## src/rtl/enemy_spawn_sched.sv

```systemverilog
// -----------------------------------------------------------------------------
// enemy_spawn_sched
//   Decides when and into which of the four enemy slots a tank is spawned.
//   Destroyed tanks wait a respawn cooldown. Free slots are granted round-robin
//   and handed to the tank module with a request/ack handshake. After each
//   accepted spawn there is an idle gap before the next one. Classic mode
//   limits the total number of spawns and reports a win once the budget is
//   used up and the field is empty.
//
//   Optional feature macro: SPAWN_SAFE_EN
//     defined   : no new request is raised while the player sits in the spawn
//                 zone; a request that is already raised is held.
//     undefined : player_in_zone is ignored.
//
// Parameters
//   COOLDOWN_CYC   respawn delay (clk cycles) after a tank is destroyed
//   GAP_CYC        idle cycles between two consecutive spawns
//   CLASSIC_BUDGET total spawns allowed in one classic game
//
// Ports
//   clk                  system clock, rising edge
//   rst_n                asynchronous active-low reset
//   enable_game_classic  classic mode level (wins over infinity)
//   enable_game_infinity infinity mode level
//   destroyed[3:0]       one-cycle hit pulse per slot
//   spawn_ack            tank module accepted the current request
//   player_in_zone       player overlaps the enemy spawn zone
//   spawn_req            spawn request, held until acknowledged
//   spawn_id[1:0]        slot being spawned, valid while spawn_req=1
//   alive[3:0]           per-slot alive flags
//   remaining[7:0]       classic spawns left
//   all_cleared          classic win level
// -----------------------------------------------------------------------------
module enemy_spawn_sched #(
  parameter int unsigned COOLDOWN_CYC   = 100000000,
  parameter int unsigned GAP_CYC        = 5000000,
  parameter int unsigned CLASSIC_BUDGET = 20
) (
  input  logic       clk,
  input  logic       rst_n,
  input  logic       enable_game_classic,
  input  logic       enable_game_infinity,
  input  logic [3:0] destroyed,
  input  logic       spawn_ack,
  input  logic       player_in_zone,
  output logic       spawn_req,
  output logic [1:0] spawn_id,
  output logic [3:0] alive,
  output logic [7:0] remaining,
  output logic       all_cleared
);

  // The gap counter holds GAP_CYC-1 down to 0, one count per GUARD cycle.
  localparam int unsigned      GAP_W     = (GAP_CYC > 1) ? $clog2(GAP_CYC) : 1;
  localparam logic [GAP_W-1:0] GAP_LOAD  = (GAP_CYC > 0) ? GAP_W'(GAP_CYC - 1) : '0;
  localparam logic [26:0]      COOL_LOAD = 27'(COOLDOWN_CYC);
  localparam logic [7:0]       BUDGET    = 8'(CLASSIC_BUDGET);

  typedef enum logic [1:0] {S_IDLE, S_SELECT, S_REQ, S_GUARD} state_t;

  typedef struct packed {
    logic             spawn_req;
    logic [1:0]       spawn_id;
    logic [1:0]       last_grant;
    logic [3:0]       alive;
    logic [3:0]       pending;
    logic [7:0]       remaining;
    logic [GAP_W-1:0] gap_cnt;
    logic [3:0][26:0] cool;
  } dp_t;

  // NOTE: the per-slot cooldown counters are reset with the rest of the state;
  // a leftover nonzero count would later fire a phantom respawn.
  localparam dp_t DP_RESET = '{
    spawn_req:  1'b0,
    spawn_id:   2'd0,
    last_grant: 2'd3,
    alive:      4'd0,
    pending:    4'd0,
    remaining:  8'd0,
    gap_cnt:    '0,
    cool:       '0
  };

  state_t     r_state;
  state_t     w_state_next;
  dp_t        r_dp;
  logic       w_run;
  logic       w_allowed;
  logic       w_sel_block;
  logic       w_grant_valid;
  logic [1:0] w_grant_id;
  logic       w_do_grant;
  logic       w_do_ack;

  assign w_run     = enable_game_classic | enable_game_infinity;
  // With run high, "not classic" means infinity is the active mode.
  assign w_allowed = !enable_game_classic || (r_dp.remaining != 8'd0);

`ifdef SPAWN_SAFE_EN
  assign w_sel_block = player_in_zone;
`else
  logic w_unused_zone;
  assign w_sel_block   = 1'b0;
  assign w_unused_zone = player_in_zone;
`endif

  // NOTE: state is updated with non-blocking assignments so every flop samples
  // the values from before the edge, whatever order the blocks run in.
  always_ff @(posedge clk or negedge rst_n) begin
    if (!rst_n) r_state <= S_IDLE;
    else        r_state <= w_state_next;
  end

  always_comb begin
    // NOTE: each signal of this block gets a default first, so no path leaves
    // it unassigned and no latch is inferred.
    w_grant_valid = 1'b0;
    w_grant_id    = r_dp.last_grant;
    w_state_next  = r_state;

    // Walk from the farthest candidate to the nearest one so the slot right
    // after last_grant ends up with the highest priority.
    for (int k = 4; k >= 1; k--) begin
      if (r_dp.pending[2'(r_dp.last_grant + 2'(k))]) begin
        w_grant_valid = 1'b1;
        w_grant_id    = 2'(r_dp.last_grant + 2'(k));
      end
    end

    w_do_grant = (r_state == S_SELECT) && w_grant_valid && !w_sel_block;
    w_do_ack   = (r_state == S_REQ) && spawn_ack;

    unique case (r_state)
      S_IDLE:   w_state_next = S_SELECT;
      S_SELECT: if (w_do_grant) w_state_next = S_REQ;
      S_REQ:    if (w_do_ack) w_state_next = S_GUARD;
      S_GUARD:  if (r_dp.gap_cnt == '0) w_state_next = S_SELECT;
      default:  w_state_next = S_IDLE;
    endcase

    // Leaving the game overrides everything, including an open request.
    if (!w_run) w_state_next = S_IDLE;
  end

  always_ff @(posedge clk or negedge rst_n) begin
    if (!rst_n) begin
      r_dp <= DP_RESET;
    end else if (!w_run) begin
      r_dp <= DP_RESET;
    end else if (r_state == S_IDLE) begin
      r_dp.pending   <= 4'hF;
      r_dp.cool      <= '0;
      r_dp.remaining <= enable_game_classic ? BUDGET : 8'd0;
    end else begin
      for (int i = 0; i < 4; i++) begin
        if (destroyed[i] && r_dp.alive[i]) begin
          r_dp.alive[i] <= 1'b0;
          if (COOLDOWN_CYC == 0) r_dp.pending[i] <= w_allowed;
          else                   r_dp.cool[i]    <= COOL_LOAD;
        end else if (r_dp.cool[i] == 27'd1) begin
          // Cooldown expires: the slot comes back only while spawns remain.
          r_dp.cool[i]    <= '0;
          r_dp.pending[i] <= w_allowed;
        end else if (r_dp.cool[i] != '0) begin
          r_dp.cool[i] <= r_dp.cool[i] - 27'd1;
        end
      end

      if (r_state == S_GUARD && r_dp.gap_cnt != '0) begin
        r_dp.gap_cnt <= r_dp.gap_cnt - GAP_W'(1);
      end

      if (w_do_ack) begin
        r_dp.alive[r_dp.spawn_id]   <= 1'b1;
        r_dp.pending[r_dp.spawn_id] <= 1'b0;
        r_dp.last_grant             <= r_dp.spawn_id;
        r_dp.spawn_req              <= 1'b0;
        r_dp.gap_cnt                <= GAP_LOAD;
        if (enable_game_classic && r_dp.remaining != 8'd0) begin
          r_dp.remaining <= r_dp.remaining - 8'd1;
        end
      end

      if (w_do_grant) begin
        r_dp.spawn_req <= 1'b1;
        r_dp.spawn_id  <= w_grant_id;
      end
    end
  end

  assign spawn_req   = r_dp.spawn_req;
  assign spawn_id    = r_dp.spawn_id;
  assign alive       = r_dp.alive;
  assign remaining   = r_dp.remaining;
  assign all_cleared = enable_game_classic && (r_state != S_IDLE) &&
                       (r_dp.remaining == 8'd0) && (r_dp.alive == 4'd0) &&
                       (r_dp.pending == 4'd0);

endmodule

```

## config.mk

```make
export PLATFORM = sky130hd
export DESIGN_NAME = enemy_spawn_sched
export DESIGN_NICKNAME = d
export VERILOG_FILES = /design/src/rtl/enemy_spawn_sched.sv
export SDC_FILE = /design/constraint.sdc
export NUM_CORES = 1
export LEC_CHECK = 0
export ABC_CLOCK_PERIOD_IN_PS = 8000
export BUFFER_PORTS_ARGS = -buffer_cell sky130_fd_sc_hd__buf_2
export CAP_MARGIN = 20
export CELL_PAD_IN_SITES_DETAIL_PLACEMENT = 1
export CELL_PAD_IN_SITES_GLOBAL_PLACEMENT = 1
export CORE_MARGIN = 2
export CORE_UTILIZATION = 33
export CTS_CLUSTER_SIZE = 25
export DETAILED_ROUTE_END_ITERATION = 12
export PLACE_DENSITY_LB_ADDON = 0.1
export SLEW_MARGIN = 20
export SYNTH_ARGS = -nofsm -noshare
export SYNTH_HDL_FRONTEND = slang
export SYNTH_SLANG_ARGS = --single-unit
export TNS_END_PERCENT = 10
```

## constraint.sdc

```tcl
create_clock -name clk -period 8 [get_ports clk]
set_clock_uncertainty 0.15 [all_clocks]
set_input_delay 0.4 -clock clk [delete_from_list [all_inputs] [get_ports clk]]
set_output_delay 0.4 -clock clk [all_outputs]
set_load 0.02 [all_outputs]
```

======== Word level (Yosys, flattened, before mapping) ========
Index checks and enable logic that the tools add are counted.
word-level totals
  register bits after elaboration ......... 154
  input port bits ......................... 10
  output and inout port bits .............. 16
  word-level logic and storage cells ...... 158
cells by class
  add/subtract/negate cells ............... 9
  $lt $le $gt $ge ......................... 6
  equality and inequality tests ........... 21
  mux-type cells .......................... 73
  bitwise gates (word level) .............. 4
  reductions and logical operators ........ 33
operators by type and width
  operator                                            count
  two-way mux 27 bit                                  12
  two-way mux 152 bit                                 1
  == test 27 x 1 -> 1 bit, second input constant      4
  two-way mux 108 bit                                 1
  nonzero test 27 bit                                 4
  subtractor 27 x 1 -> 27 bit, second input constant  4
  two-way mux 23 bit                                  2
  two-way mux 41 bit                                  1
  two-way mux 1 bit                                   38
  logical NOT 23 bit                                  1
  nonzero test 23 bit                                 1
  subtractor 23 x 1 -> 23 bit, second input constant  1
  != test 5 x 1 -> 1 bit, second input constant       4
  < comparator 2 x 3 -> 1 bit, second input constant  5
  two-way mux 2 bit                                   7
  logical AND 1 bit                                   13
  two-way mux 12 bit                                  1
  != test 3 x 1 -> 1 bit, second input constant       4
  AND reduction 2 bit                                 5
  two-way mux 9 bit                                   1
  != test 3 bit, second input constant                3
  binary-select mux 1 bit (select 2 bit)              4
  logical NOT 4 bit                                   2
  logical NOT 8 bit                                   1
  23 further kinds                                    26

======== Longest topological paths before layout ========
  word-level depth ........................ 10
  gate-level depth with buffers ........... 9
  mapped depth without buffers ............ 7

======== Worst setup path before layout ========
No wires, ideal clock.
  kind .................................... register -> register
  start ................................... reg r_dp[14] in the netlist's numbering
  end ..................................... reg r_dp[14] in the netlist's numbering
  setup time .............................. 0.137 ns
  arrival ................................. 2.389 ns
  data required time ...................... 7.713 ns
  path slack .............................. 5.324 ns
  cell stages (with the launch flop) ...... 8
  buffers on the path ..................... 2
  clock period less this slack ............ 2.676 ns
  cells stage by stage .................... dfrtp_1 > or4_4 > or4b_1 > buf_2 > or4_1 > o21ai_2 > buf_6 > a21oi_1
between the ends
  longest elaborated chain between the ends .. 6
  elaborated cells between the ends (all ways) .. 9
  those cells by class .................... add/sub: 1; eq/ne: 2; mux: 5; reduce/logical: 1
ends and longest elaborated chain
  what                         line  text
  start, declared              87    dp_t r_dp;
  subtractor 27 x 1 -> 27 bit  166   r_dp.cool[i] <= r_dp.cool[i] - 27'd1;
  two-way mux 27 bit           165   end else if (r_dp.cool[i] != '0) begin
  two-way mux 27 bit           161   end else if (r_dp.cool[i] == 27'd1) begin
  two-way mux 27 bit           157   if (destroyed[i] && r_dp.alive[i]) begin
  two-way mux 108 bit          151   end else if (r_state == S_IDLE) begin
  two-way mux 152 bit          149   end else if (!w_run) begin
Several ways; a longest one is shown, not always the timed one. The select of a mux whose other input is x is not followed.
A chain may end at the register's enable or synchronous reset.

======== Worst setup path after layout ========
  start ................................... reg r_dp[68] in the netlist's numbering
  end ..................................... reg r_dp[67] in the netlist's numbering
between the ends
  longest elaborated chain between the ends .. 5
  elaborated cells between the ends (all ways) .. 7
  those cells by class .................... eq/ne: 2; mux: 4; reduce/logical: 1
ends and longest elaborated chain
  what                     line
  == test 27 x 1 -> 1 bit  161
  two-way mux 27 bit       161
  two-way mux 27 bit       157
  two-way mux 108 bit      151
  two-way mux 152 bit      149
Several ways; a longest one is shown, not always the timed one.

==> out/results.ini <==
[layout]
final_cell_mix = dfrtp_1 (152), a21oi_1 (114), nor2_1 (74), nand2_1 (48), or3_1 (46)
final_cell_area_sq_um = 9820
area_growth_syn_to_layout_pct = 10.9
nets = 984
diodes = 0
layout_commonest_cell = dfrtp_1
drive_gt1_share_pct = 10.5

[yosys]
ys_async_sr_fraction_pct = 100
synth_edf_count = 0
synth_top_cell_area_share_pct = 43.0
ys_ff_latch = 154
synth_fp_nets = 985
synth_top_cell_by_area = dfrtp_1
ys_seq_area_share_pct = 43.6
yosys_warnings = 0
syn_inst = 954
ys_types = 71
avgSynthCellArea_sq_um = 9.28
synth_area_sq_um = 8850
synth.area.top_cells = dfrtp_1 (43%), a21oi_1 (6.4%), xnor2_1 (3.5%), or3_1 (3.3%), nor2_1 (3.1%)
synth_flop_cell = dfrtp_1

[clocking]
cts.path.max_buffers = 2
clk_latency_ps = 430
post-cts-setup-buffer-count = 0
cts.sinks = 154
path_clk_slew_ps = 60
cts_max_level = 4
cts_tree = done
cts_buffers = 17
cts-root-buf = clkbuf_16

[grt]
grt_pass1_vias = 7522
grt_pass1_wl_mm = 40.4
grt_max_degree = 91
track_usage_pct = 17.6
grt_overflow = 0
antenna_found_initial = 0

[pwr]
total_power_mw = 4.71
combPwrFrac_pct = 53.0
leakage_nw = 4.09
pwr-share-clk_pct = 18.2
ir_drop_v = 0.000136
intPower_mw = 2.51
seq_power_share_pct = 28.8
switching_share_pct = 46.8
power.density_nw_per_um2 = 480
p_switching_mw = 2.21

[critical_path]
critPathCaptureType = flip-flop
r2r_start = r_dp[68]
cp_slowest_cell = o21ai_1
crit_required_ps = 8110
reg2reg_depth = 5
reg2reg_to = r_dp[67]
path_buf_inv = 0
r2r_slack_ps = 4780
worst_setup_path_start_kind = flip-flop
crit_type = flip-flop to flip-flop
path_max_fanout = 12
crit_family = simple AND/OR/NAND/NOR gates
slowest_delay_ps = 770
cp.arrival_ps = 3330
cp_cell_sequence = or4_1 > or3_1 > or4_4 > o21ai_1 > a21oi_1

[worst_hold_path]
hold_path_class = input pin to flip-flop
hold_depth = 4
min_to = alive[2]
holdCritStartpoint = destroyed[2]

[sta]
hold_viol_final = 0
fmax_mhz = 311
tightest_slew_ps = 942
rsz0062_at_grt = false
fin_crit_sh_pct = 40.2
setup_viol = 0
period_needed_ps = 3220
relSlewSlack_pct = 36.8
tns_ps = 0
finalMaxSlewViolations = 0

[placement]
post-dp-hpwl_mm = 15.5
port_buffers = 24
place_congestion = 0.719
placed_area_sq_um = 9190

[die]
pin_count = 26
start_util_pct = 33.8
rows = 59
core_region_area_sq_um = 26200
die_area_sq_um = 28200
dieHeight_um = 168
fp.dieW_um = 168

[job]
maxCapViolCount = 0

[outcome]
status = completed

[route]
routed_wl_mm = 23.4
vias = 7266
antenna_left = 0
drcViolationCount = 0
drt-initial-drc-count = 368
via_per_inst = 5.58
dr.pass1.iters = 4
avgRoutedWirePerCell_um = 18.0

## per-layer routing
layer | GRT usage [%] | share of wire, % | vias to the layer above | wire length, um
met2 | 30.1 | 48 | 40 | 11200
met5 | 0 | 0 | - | 0
met4 | 3.71 | 0.79 | 0 | 184
li1 | - | - | 3546 | -
met3 | 2.70 | 1.7 | 13 | 393
met1 | 23.7 | 49 | 3667 | 11500
## how the worst max path moves through the flow
stage,from,to,slack (ps),depth (start not counted)
after detailed placement,r_dp[68],r_dp[80],4710,5
after CTS,r_dp[68],r_dp[80],4710,5
after global routing,r_dp[68],r_dp[70],4540,5
after floorplan,r_dp[14],r_dp[14],5320,7
after global placement,r_dp[64],r_dp[77],4740,5
final,r_dp[68],r_dp[67],4780,5
## power by group through the flow
stage	combinational, mW	clock [mW]	sequential (mW)
floorplan	1.98	0	1.29
global placement	2.47	0	1.36
detailed placement	2.52	0	1.36
CTS	2.54	0.892	1.36
global route	2.86	0.925	1.41
finish	2.50	0.859	1.36
## worst register-to-register path: cells and delay by family (launching register included)
kind | cells | cell delay, ps
AND/OR/NAND/NOR | 3 | 1620
AO/OA/AOI/OAI | 2 | 850
flip-flops | 1 | 420
## Yosys cell counts, drive strengths merged (5+ instances only)
cell    instances
dfrtp         152
a21oi         114
nor2           74
nand2          48
or3            47
o21ai          42
or4            39
xnor2          35
nand3          34
nor4           34
clkbuf         31
nor3           31
buf            28
inv            28
xor2           28
ha             21
o31ai          19
nand4          13
o311ai         11
a211oi         10
nand2b         10
o41ai          10
nand3b          7
nand4b          7
nor2b           7
or4b            7
nor3b           6
o211ai          6
o22ai           5
## per-stage QoR
step	cells	utilization [%]	setup slack [ps]	hold WS, ps
after floorplan	954	-	5320	-45.6
after global placement	1266	35.0	4740	368
after detailed placement	1268	35.1	4710	374
after CTS	1301	37.5	4710	146
after global routing	1301	37.5	4540	208
final	1301	37.5	4780	155
## sequential cells by signal (all words and copies together) (netlist names)
name,count
spawn_req,1
alive,4
r_dp,137
remaining,8
r_state,2
spawn_id,2
## layout make-up
| class | count | area (sq um) |
|---|---|---|
| Fill cell | 3031 | 16400 |
| Multi-Input combinational cell | 713 | 4580 |
| Sequential cell | 154 | 3860 |
| Clock buffer | 17 | 425 |
| Tap cell | 335 | 419 |
| Timing Repair Buffer | 39 | 245 |
| Clock inverter | 15 | 189 |
| Inverter | 28 | 105 |
## kinds of logic after synthesis
family	Yosys count	share of synthesized area, %
adders and majority gates	21	2.97
xor gates and xnor gates	63	6.23
DFF	154	43.6
buffers and inverters	87	4.76
muxes	5	0.594
and+or+nand+nor	382	25.1
AOI/OAI and AO/OA	242	16.8
## repair_timing
action	CTS	global route
gates resized for setup	0	0
hold buffers	1	0
endpoints found under the hold margin	89	0
Note: power is estimated with default switching activity, not from simulation.
